### src/rtl/cpu_ctrl_pkg.sv
//------------------------------------------------------------------------------
// Module  : cpu_ctrl_pkg
// Brief   : Opcodes, sequencer state encoding and instruction classes.
// Revision: 1.0 - initial release
//------------------------------------------------------------------------------
`default_nettype none

package cpu_ctrl_pkg;

   localparam logic [4:0] c_op_ld   = 5'd0;
   localparam logic [4:0] c_op_ldi  = 5'd1;
   localparam logic [4:0] c_op_st   = 5'd2;
   localparam logic [4:0] c_op_add  = 5'd3;
   localparam logic [4:0] c_op_sub  = 5'd4;
   localparam logic [4:0] c_op_and  = 5'd5;
   localparam logic [4:0] c_op_or   = 5'd6;
   localparam logic [4:0] c_op_shr  = 5'd7;
   localparam logic [4:0] c_op_shl  = 5'd8;
   localparam logic [4:0] c_op_ror  = 5'd9;
   localparam logic [4:0] c_op_rol  = 5'd10;
   localparam logic [4:0] c_op_addi = 5'd11;
   localparam logic [4:0] c_op_andi = 5'd12;
   localparam logic [4:0] c_op_ori  = 5'd13;
   localparam logic [4:0] c_op_mul  = 5'd14;
   localparam logic [4:0] c_op_div  = 5'd15;
   localparam logic [4:0] c_op_neg  = 5'd16;
   localparam logic [4:0] c_op_not  = 5'd17;
   localparam logic [4:0] c_op_br   = 5'd18;
   localparam logic [4:0] c_op_jr   = 5'd19;
   localparam logic [4:0] c_op_in   = 5'd20;
   localparam logic [4:0] c_op_out  = 5'd21;
   localparam logic [4:0] c_op_mfhi = 5'd22;
   localparam logic [4:0] c_op_mflo = 5'd23;
   localparam logic [4:0] c_op_nop  = 5'd24;
   localparam logic [4:0] c_op_halt = 5'd25;

   // EX states are consecutive so the sequencer can step through them by +1.
   typedef enum logic [3:0] {
      S_RESET  = 4'd0,
      S_FETCH0 = 4'd1,
      S_FETCH1 = 4'd2,
      S_FETCH2 = 4'd3,
      S_FETCH3 = 4'd4,
      S_EX0    = 4'd5,
      S_EX1    = 4'd6,
      S_EX2    = 4'd7,
      S_EX3    = 4'd8,
      S_EX4    = 4'd9,
      S_EX5    = 4'd10,
      S_HALT   = 4'd11
   } state_t;

   typedef enum logic [3:0] {
      CLS_NOP    = 4'd0,
      CLS_ALU3   = 4'd1,
      CLS_ALUI   = 4'd2,
      CLS_MULDIV = 4'd3,
      CLS_UNARY  = 4'd4,
      CLS_LD     = 4'd5,
      CLS_LDI    = 4'd6,
      CLS_ST     = 4'd7,
      CLS_BR     = 4'd8,
      CLS_JR     = 4'd9,
      CLS_IN     = 4'd10,
      CLS_OUT    = 4'd11,
      CLS_MFHI   = 4'd12,
      CLS_MFLO   = 4'd13,
      CLS_HALT   = 4'd14
   } op_class_t;

   function automatic state_t last_state(input op_class_t cls);
      case (cls)
         CLS_ALU3, CLS_ALUI, CLS_LDI: return S_EX2;
         CLS_MULDIV, CLS_BR:          return S_EX3;
         CLS_UNARY:                   return S_EX1;
         CLS_LD:                      return S_EX5;
         CLS_ST:                      return S_EX4;
         default:                     return S_EX0;
      endcase
   endfunction

endpackage

`default_nettype wire

### src/rtl/control_sequencer_if.sv
//------------------------------------------------------------------------------
// Module  : control_sequencer_if
// Brief   : Control bundle between the sequencer (master) and datapath (slave).
// Revision: 1.0 - initial release
//------------------------------------------------------------------------------
`default_nettype none

interface control_sequencer_if;
   logic [31:0] ir;
   logic        con_ff;
   logic        stop;

   logic PCout, ZHighout, ZLowout, MDRout, HIout, LOout, InPortout, Cout;
   logic PCin, IRin, MARin, MDRin, Yin, HIin, LOin, ZHIin, ZLOin;
   logic IncPC, Read, RAM_wr_enable, CONin, enable_outPort;
   logic GRA, GRB, GRC, R_in, R_out, Baout;
   logic [4:0] operation;
   logic       run;

   modport master (
      input  ir, con_ff, stop,
      output PCout, ZHighout, ZLowout, MDRout, HIout, LOout, InPortout, Cout,
      output PCin, IRin, MARin, MDRin, Yin, HIin, LOin, ZHIin, ZLOin,
      output IncPC, Read, RAM_wr_enable, CONin, enable_outPort,
      output GRA, GRB, GRC, R_in, R_out, Baout, operation, run
   );

   modport slave (
      output ir, con_ff, stop,
      input  PCout, ZHighout, ZLowout, MDRout, HIout, LOout, InPortout, Cout,
      input  PCin, IRin, MARin, MDRin, Yin, HIin, LOin, ZHIin, ZLOin,
      input  IncPC, Read, RAM_wr_enable, CONin, enable_outPort,
      input  GRA, GRB, GRC, R_in, R_out, Baout, operation, run
   );
endinterface

`default_nettype wire

### src/rtl/op_class_decode.sv
//------------------------------------------------------------------------------
// Module  : op_class_decode
// Brief   : Maps a 5-bit opcode to its execute-sequence class.
// Revision: 1.0 - initial release
//------------------------------------------------------------------------------
`default_nettype none

module op_class_decode
   import cpu_ctrl_pkg::*;
(
   input  wire logic [4:0] i_opcode,
   output op_class_t       o_class
);

   always_comb begin
      o_class = CLS_NOP;
      case (i_opcode)
         c_op_add, c_op_sub, c_op_and, c_op_or,
         c_op_shr, c_op_shl, c_op_ror, c_op_rol: o_class = CLS_ALU3;
         c_op_addi, c_op_andi, c_op_ori:         o_class = CLS_ALUI;
         c_op_mul, c_op_div:                     o_class = CLS_MULDIV;
         c_op_neg, c_op_not:                     o_class = CLS_UNARY;
         c_op_ld:                                o_class = CLS_LD;
         c_op_ldi:                               o_class = CLS_LDI;
         c_op_st:                                o_class = CLS_ST;
         c_op_br:                                o_class = CLS_BR;
         c_op_jr:                                o_class = CLS_JR;
         c_op_in:                                o_class = CLS_IN;
         c_op_out:                               o_class = CLS_OUT;
         c_op_mfhi:                              o_class = CLS_MFHI;
         c_op_mflo:                              o_class = CLS_MFLO;
         c_op_halt:                              o_class = CLS_HALT;
         default:                                o_class = CLS_NOP;
      endcase
   end

endmodule

`default_nettype wire

### src/rtl/control_sequencer.sv
//------------------------------------------------------------------------------
// Module  : control_sequencer
// Brief   : Hardwired Moore control unit for the single-bus CPU datapath.
// Revision: 1.0 - initial release
//------------------------------------------------------------------------------
`default_nettype none

module control_sequencer
   import cpu_ctrl_pkg::*;
(
   input  wire logic           clk,
   input  wire logic           clr,
   control_sequencer_if.master bus
);

   state_t     r_state;
   op_class_t  w_class;
   logic [4:0] w_opcode;

   assign w_opcode = bus.ir[31:27];

   op_class_decode u_decode (
      .i_opcode (w_opcode),
      .o_class  (w_class)
   );

   always_ff @(posedge clk or negedge clr) begin
      if (!clr) begin
         r_state <= S_RESET;
      end else begin
         case (r_state)
            S_RESET:  r_state <= S_FETCH0;
            S_FETCH0: r_state <= bus.stop ? S_HALT : S_FETCH1;
            S_FETCH1: r_state <= S_FETCH2;
            S_FETCH2: r_state <= S_FETCH3;
            S_FETCH3: begin
               case (w_class)
                  CLS_NOP:  r_state <= S_FETCH0;
                  CLS_HALT: r_state <= S_HALT;
                  default:  r_state <= S_EX0;
               endcase
            end
            S_EX0, S_EX1, S_EX2, S_EX3, S_EX4, S_EX5: begin
               if (r_state == last_state(w_class))
                  r_state <= S_FETCH0;
               else
                  r_state <= state_t'(r_state + 4'd1);
            end
            S_HALT:   r_state <= S_HALT;
            default:  r_state <= S_RESET;
         endcase
      end
   end

   always_comb begin
      {bus.PCout, bus.ZHighout, bus.ZLowout, bus.MDRout,
       bus.HIout, bus.LOout, bus.InPortout, bus.Cout}                     = '0;
      {bus.PCin, bus.IRin, bus.MARin, bus.MDRin, bus.Yin,
       bus.HIin, bus.LOin, bus.ZHIin, bus.ZLOin}                          = '0;
      {bus.IncPC, bus.Read, bus.RAM_wr_enable, bus.CONin, bus.enable_outPort} = '0;
      {bus.GRA, bus.GRB, bus.GRC, bus.R_in, bus.R_out, bus.Baout}         = '0;
      bus.operation = 5'd0;
      bus.run       = (r_state != S_RESET) && (r_state != S_HALT);

      case (r_state)
         S_FETCH0: begin bus.PCout = 1'b1; bus.MARin = 1'b1; bus.IncPC = 1'b1; bus.ZLOin = 1'b1; end
         S_FETCH1: begin bus.ZLowout = 1'b1; bus.PCin = 1'b1; bus.Read = 1'b1; end
         S_FETCH2: begin bus.Read = 1'b1; bus.MDRin = 1'b1; end
         S_FETCH3: begin bus.MDRout = 1'b1; bus.IRin = 1'b1; end
         S_EX0, S_EX1, S_EX2, S_EX3, S_EX4, S_EX5: begin
            case (w_class)
               CLS_ALU3, CLS_ALUI: begin
                  case (r_state)
                     S_EX0: begin bus.GRB = 1'b1; bus.R_out = 1'b1; bus.Yin = 1'b1; end
                     S_EX1: begin
                        // Immediate forms take operand B from the C-sign-extend path.
                        if (w_class == CLS_ALUI) bus.Cout = 1'b1;
                        else begin bus.GRC = 1'b1; bus.R_out = 1'b1; end
                        bus.operation = w_opcode;
                        bus.ZLOin     = 1'b1;
                     end
                     S_EX2: begin bus.ZLowout = 1'b1; bus.GRA = 1'b1; bus.R_in = 1'b1; end
                     default: ;
                  endcase
               end
               CLS_MULDIV: begin
                  case (r_state)
                     S_EX0: begin bus.GRA = 1'b1; bus.R_out = 1'b1; bus.Yin = 1'b1; end
                     S_EX1: begin
                        bus.GRB = 1'b1; bus.R_out = 1'b1; bus.operation = w_opcode;
                        bus.ZLOin = 1'b1; bus.ZHIin = 1'b1;
                     end
                     S_EX2: begin bus.ZLowout = 1'b1; bus.LOin = 1'b1; end
                     S_EX3: begin bus.ZHighout = 1'b1; bus.HIin = 1'b1; end
                     default: ;
                  endcase
               end
               CLS_UNARY: begin
                  case (r_state)
                     S_EX0: begin
                        bus.GRB = 1'b1; bus.R_out = 1'b1; bus.operation = w_opcode; bus.ZLOin = 1'b1;
                     end
                     S_EX1: begin bus.ZLowout = 1'b1; bus.GRA = 1'b1; bus.R_in = 1'b1; end
                     default: ;
                  endcase
               end
               CLS_LD, CLS_LDI, CLS_ST: begin
                  case (r_state)
                     S_EX0: begin bus.GRB = 1'b1; bus.R_out = 1'b1; bus.Baout = 1'b1; bus.Yin = 1'b1; end
                     S_EX1: begin bus.Cout = 1'b1; bus.operation = c_op_add; bus.ZLOin = 1'b1; end
                     S_EX2: begin
                        bus.ZLowout = 1'b1;
                        if (w_class == CLS_LDI) begin bus.GRA = 1'b1; bus.R_in = 1'b1; end
                        else bus.MARin = 1'b1;
                     end
                     S_EX3: begin
                        if (w_class == CLS_ST) begin bus.GRA = 1'b1; bus.R_out = 1'b1; bus.MDRin = 1'b1; end
                        else bus.Read = 1'b1;
                     end
                     S_EX4: begin
                        if (w_class == CLS_ST) bus.RAM_wr_enable = 1'b1;
                        else begin bus.Read = 1'b1; bus.MDRin = 1'b1; end
                     end
                     S_EX5: begin bus.MDRout = 1'b1; bus.GRA = 1'b1; bus.R_in = 1'b1; end
                     default: ;
                  endcase
               end
               CLS_BR: begin
                  case (r_state)
                     S_EX0: begin bus.GRA = 1'b1; bus.R_out = 1'b1; bus.CONin = 1'b1; end
                     S_EX1: begin bus.PCout = 1'b1; bus.Yin = 1'b1; end
                     S_EX2: begin bus.Cout = 1'b1; bus.operation = c_op_add; bus.ZLOin = 1'b1; end
                     S_EX3: begin bus.ZLowout = 1'b1; bus.PCin = bus.con_ff; end
                     default: ;
                  endcase
               end
               CLS_JR:   begin bus.GRA = 1'b1; bus.R_out = 1'b1; bus.PCin = 1'b1; end
               CLS_IN:   begin bus.InPortout = 1'b1; bus.GRA = 1'b1; bus.R_in = 1'b1; end
               CLS_OUT:  begin bus.GRA = 1'b1; bus.R_out = 1'b1; bus.enable_outPort = 1'b1; end
               CLS_MFHI: begin bus.HIout = 1'b1; bus.GRA = 1'b1; bus.R_in = 1'b1; end
               CLS_MFLO: begin bus.LOout = 1'b1; bus.GRA = 1'b1; bus.R_in = 1'b1; end
               default: ;
            endcase
         end
         default: ;
      endcase
   end

endmodule

`default_nettype wire
### src/flat_wrapper.sv
// flat-port wrapper written by rule: the top's interface ports become plain ports
module control_sequencer_flat import cpu_ctrl_pkg::*;
  (clk, clr, bus_ir, bus_con_ff, bus_stop, bus_PCout, bus_ZHighout, bus_ZLowout, bus_MDRout, bus_HIout, bus_LOout, bus_InPortout, bus_Cout, bus_PCin, bus_IRin, bus_MARin, bus_MDRin, bus_Yin, bus_HIin, bus_LOin, bus_ZHIin, bus_ZLOin, bus_IncPC, bus_Read, bus_RAM_wr_enable, bus_CONin, bus_enable_outPort, bus_GRA, bus_GRB, bus_GRC, bus_R_in, bus_R_out, bus_Baout, bus_operation, bus_run);
  control_sequencer_if bus_i ();
  input  wire logic clk;
  input  wire logic clr;
  input wire logic [$bits(bus_i.ir)-1:0] bus_ir;
  input wire logic [$bits(bus_i.con_ff)-1:0] bus_con_ff;
  input wire logic [$bits(bus_i.stop)-1:0] bus_stop;
  output wire logic [$bits(bus_i.PCout)-1:0] bus_PCout;
  output wire logic [$bits(bus_i.ZHighout)-1:0] bus_ZHighout;
  output wire logic [$bits(bus_i.ZLowout)-1:0] bus_ZLowout;
  output wire logic [$bits(bus_i.MDRout)-1:0] bus_MDRout;
  output wire logic [$bits(bus_i.HIout)-1:0] bus_HIout;
  output wire logic [$bits(bus_i.LOout)-1:0] bus_LOout;
  output wire logic [$bits(bus_i.InPortout)-1:0] bus_InPortout;
  output wire logic [$bits(bus_i.Cout)-1:0] bus_Cout;
  output wire logic [$bits(bus_i.PCin)-1:0] bus_PCin;
  output wire logic [$bits(bus_i.IRin)-1:0] bus_IRin;
  output wire logic [$bits(bus_i.MARin)-1:0] bus_MARin;
  output wire logic [$bits(bus_i.MDRin)-1:0] bus_MDRin;
  output wire logic [$bits(bus_i.Yin)-1:0] bus_Yin;
  output wire logic [$bits(bus_i.HIin)-1:0] bus_HIin;
  output wire logic [$bits(bus_i.LOin)-1:0] bus_LOin;
  output wire logic [$bits(bus_i.ZHIin)-1:0] bus_ZHIin;
  output wire logic [$bits(bus_i.ZLOin)-1:0] bus_ZLOin;
  output wire logic [$bits(bus_i.IncPC)-1:0] bus_IncPC;
  output wire logic [$bits(bus_i.Read)-1:0] bus_Read;
  output wire logic [$bits(bus_i.RAM_wr_enable)-1:0] bus_RAM_wr_enable;
  output wire logic [$bits(bus_i.CONin)-1:0] bus_CONin;
  output wire logic [$bits(bus_i.enable_outPort)-1:0] bus_enable_outPort;
  output wire logic [$bits(bus_i.GRA)-1:0] bus_GRA;
  output wire logic [$bits(bus_i.GRB)-1:0] bus_GRB;
  output wire logic [$bits(bus_i.GRC)-1:0] bus_GRC;
  output wire logic [$bits(bus_i.R_in)-1:0] bus_R_in;
  output wire logic [$bits(bus_i.R_out)-1:0] bus_R_out;
  output wire logic [$bits(bus_i.Baout)-1:0] bus_Baout;
  output wire logic [$bits(bus_i.operation)-1:0] bus_operation;
  output wire logic [$bits(bus_i.run)-1:0] bus_run;
  assign bus_i.ir = bus_ir;
  assign bus_i.con_ff = bus_con_ff;
  assign bus_i.stop = bus_stop;
  assign bus_PCout = bus_i.PCout;
  assign bus_ZHighout = bus_i.ZHighout;
  assign bus_ZLowout = bus_i.ZLowout;
  assign bus_MDRout = bus_i.MDRout;
  assign bus_HIout = bus_i.HIout;
  assign bus_LOout = bus_i.LOout;
  assign bus_InPortout = bus_i.InPortout;
  assign bus_Cout = bus_i.Cout;
  assign bus_PCin = bus_i.PCin;
  assign bus_IRin = bus_i.IRin;
  assign bus_MARin = bus_i.MARin;
  assign bus_MDRin = bus_i.MDRin;
  assign bus_Yin = bus_i.Yin;
  assign bus_HIin = bus_i.HIin;
  assign bus_LOin = bus_i.LOin;
  assign bus_ZHIin = bus_i.ZHIin;
  assign bus_ZLOin = bus_i.ZLOin;
  assign bus_IncPC = bus_i.IncPC;
  assign bus_Read = bus_i.Read;
  assign bus_RAM_wr_enable = bus_i.RAM_wr_enable;
  assign bus_CONin = bus_i.CONin;
  assign bus_enable_outPort = bus_i.enable_outPort;
  assign bus_GRA = bus_i.GRA;
  assign bus_GRB = bus_i.GRB;
  assign bus_GRC = bus_i.GRC;
  assign bus_R_in = bus_i.R_in;
  assign bus_R_out = bus_i.R_out;
  assign bus_Baout = bus_i.Baout;
  assign bus_operation = bus_i.operation;
  assign bus_run = bus_i.run;
  control_sequencer u_core (.clk(clk), .clr(clr), .bus(bus_i));
endmodule
### config.mk
export PLATFORM = sky130hd
export DESIGN_NAME = control_sequencer_flat
export DESIGN_NICKNAME = d
export VERILOG_FILES = /design/src/rtl/cpu_ctrl_pkg.sv /design/src/rtl/control_sequencer_if.sv /design/src/rtl/op_class_decode.sv /design/src/rtl/control_sequencer.sv /design/src/flat_wrapper.sv
export SDC_FILE = /design/constraint.sdc
export NUM_CORES = 1
export LEC_CHECK = 0
export CORE_MARGIN = 5
export CORE_UTILIZATION = 28
export CTS_CLUSTER_DIAMETER = 30
export DETAILED_ROUTE_END_ITERATION = 8
export HOLD_SLACK_MARGIN = 0.03
export PLACE_DENSITY = 0.7
export SETUP_SLACK_MARGIN = 0.2
export SLEW_MARGIN = 20
export SYNTH_ARGS = -nofsm -noshare
export SYNTH_HDL_FRONTEND = slang
export SYNTH_SLANG_ARGS = --single-unit
### constraint.sdc
create_clock -name clk -period 5.9 [get_ports clk]
set_clock_uncertainty 0.2 [all_clocks]
set_input_delay 1.18 -clock clk [delete_from_list [all_inputs] [get_ports clk]]
set_output_delay 1.18 -clock clk [all_outputs]
set_load 0.05 [all_outputs]
==> metrics.yaml <==
status:
  status: "completed"
clock_network:
  cts.sinks: 4
  holdBufCountCts: 0
  clk_pin_slew_ps: 30
  clock_latency_ps: 210
  cts_tree: "done"
  htree_levels: 1
  cts_buffer_depth: 2
  root_buffer: "clkbuf_8"
  cts_buffers: 3
global_route:
  grt_max_degree: 15
  grt_overflow: 0
  antenna_found_initial: 0
  gr-usage-all-layers: 0.1277
  grt_pass1_vias: 1502
  grt_pass1_wl_um: 6934
floorplanning:
  die_h_um: 80.84
  die_area_um2: 6535
  start_util: 0.2936
  io_pins: 70
  fp.coreArea_um2: 4786
  rows: 25
  die_w_um: 80.84
layout:
  diodes: 0
  layout.nets: 297
  reg.largest.list: "u_core.r_state: 4 flops"
  areaGrowthSynthToFinish_pct: 36.15
  largest_reg_flops: 4
  nFillCells: 502
  drive_above_1_share: 0.2041
  top_register: "u_core.r_state"
timing:
  drv_slew: 0
  rsz0062_at_grt: "no"
  finalSetupViolations: 0
  period_needed_ps: 5491
  maxSlewHeadroom: 0.5668
  final-hold-violation-count: 0
  period_share: 0.9307
  holdWs_ps: 571.7
  setup_slack_ps: 409.0
  fmax_mhz: 182.1
  tightest_slew_ps: 648.5
  tns_ps: 0
route:
  vias: 1666
  wl_per_cell_um: 13.57
  totalWireLength_um: 4235
  dr.first_iter.drc_count: 153
  remaining_drc_errors: 0
  vias_per_cell: 5.340
  firstDrtPassIters: 4
  ant_nets: 0
worst_setup_path:
  critPathCaptureType: "output port"
  ff2ff_setup_slack_ps: 3420
  startpoint_type: "input port"
  arrival_ps: 4110
  path_max_fanout: 8
  critPathKind: "in -> out"
  required_ps: 4520
synthesis:
  synthArstFlopShare: 1.000
  syn-num-nets: 260
  syn_area_um2: 1405
  yosys_most_used_dff: "dfrtp_1"
  yosys_warnings: 0
  ys_seq_area_frac: 0.07124
  ys_top_cells_by_area: "ha_1, nand2_1, dfrtp_1, nor2_1, o21ai_0"
  yosys_register_bits: 4
  syn_avg_cell_area_um2: 6.691
  ys_top_cells_by_count: "nand2_1, nor2_1, ha_1, clkbuf_1, o21ai_0"
  synth_top_area_cell: "ha_1"
  netlist_instances: 210
  synth_top_area_share: 0.1247
  synth-edff-count: 0
  yosysMostFrequentCell: "nand2_1"
  ys_types: 53
placed_design:
  place.gp.congestion: 0.8136
  post-place-ws_ps: 351.6
  hpwl_um: 3275
  port_buffers: 42
power:
  p_total_mw: 0.7034
  power_leakage_nw: 0.8331
  irDropWorstVdd_mv: 0.1359
  powerDensity_nw_per_um2: 367.7
hold_path:
  hold_path_class: "reg -> reg"
run:
  max_cap_violations: 0
[final timing paths]
path                            cells after the start         startpoint                end
worst max-delay path                               14         bus_ir[28]            bus_GRA
worst min-delay path                                3  u_core.r_state[0]  u_core.r_state[3]
worst max register to register                      7  u_core.r_state[0]  u_core.r_state[0]
worst min register to register                      3  u_core.r_state[0]  u_core.r_state[3]
max in group asynchronous                           1                clr  u_core.r_state[0]
min in group asynchronous                           1                clr  u_core.r_state[2]
[layout make-up]
| type | instances | area (um2) | share of cell area |
|---|---|---|---|
| multi-input cells | 179 | 1195 | 0.6246 |
| repair buffers | 49 | 455.4 | 0.2381 |
| flip-flops and latches | 4 | 100.1 | 0.05232 |
| well taps | 67 | 83.83 | 0.04382 |
| clock buffers | 3 | 41.29 | 0.02158 |
| inverters | 10 | 37.54 | 0.01962 |
[power breakdown]
group          switching (mW)  total, mW  internal (mW)
clock                  0.0122     0.0555         0.0433
combinational           0.379      0.584          0.205
sequential             0.0237     0.0638         0.0400
[kinds of logic (layout without fill, tap and decap cells)]
logic type / Yosys count / after routing / share of synthesized area
buffers and inverters: 27 / 62 / 0.08549
adders and majority gates: 14 / 14 / 0.1247
and+or+nand+nor: 97 / 97 / 0.3419
muxes: 5 / 5 / 0.03651
DFF: 4 / 4 / 0.07124
AOI/OAI and AO/OA: 59 / 59 / 0.3152
xor gates and xnor gates: 4 / 4 / 0.02494
[worst max-delay path, cell delays in order]
cell	delay, ps
clkdlybuf4s50_1	460
inv_1	160
ha_1	240
mux2i_1	90
nor2_1	100
o21a_1	270
inv_1	160
ha_1	330
or3_1	430
nand2_2	170
a21oi_1	60
a211oi_1	200
nor2_1	60
buf_4	190
[metrics by stage]
step,cell area [um2],instances,utilization
floorplan,1405,210,-
global placement,1852,308,0.3869
detailed placement,1852,308,0.3869
CTS,1893,311,0.3956
global route,1913,312,0.3997
finish,1913,312,0.3997
[layer usage]
metal	vias up	global-route usage	routed length, um
met1	761	0.1772	1909
li1	830	-	-
met3	2	0.01330	302
met2	73	0.2151	2005
met5	-	0	0
met4	0	0.02196	17
[cells in the final DEF (no fill, tap or decap), drive strengths merged, types with 4 or more instances in the layout]
master and count:
nor2 25, nand2 30, a21o 5, a21oi 7, a31oi 4, dfrtp 4, clkdlybuf4s50 18, mux2i 4
or3 4, ha 14, o21ai 16, and2 6, inv 10, buf 30, nor3 7, nand3 9
[what timing repair did]
action	CTS	global route
resized for setup	0	6
setup buffers	0	1
endpoints found under the setup margin	0	6
No activity file was read; power rests on OpenSTA's default activity.
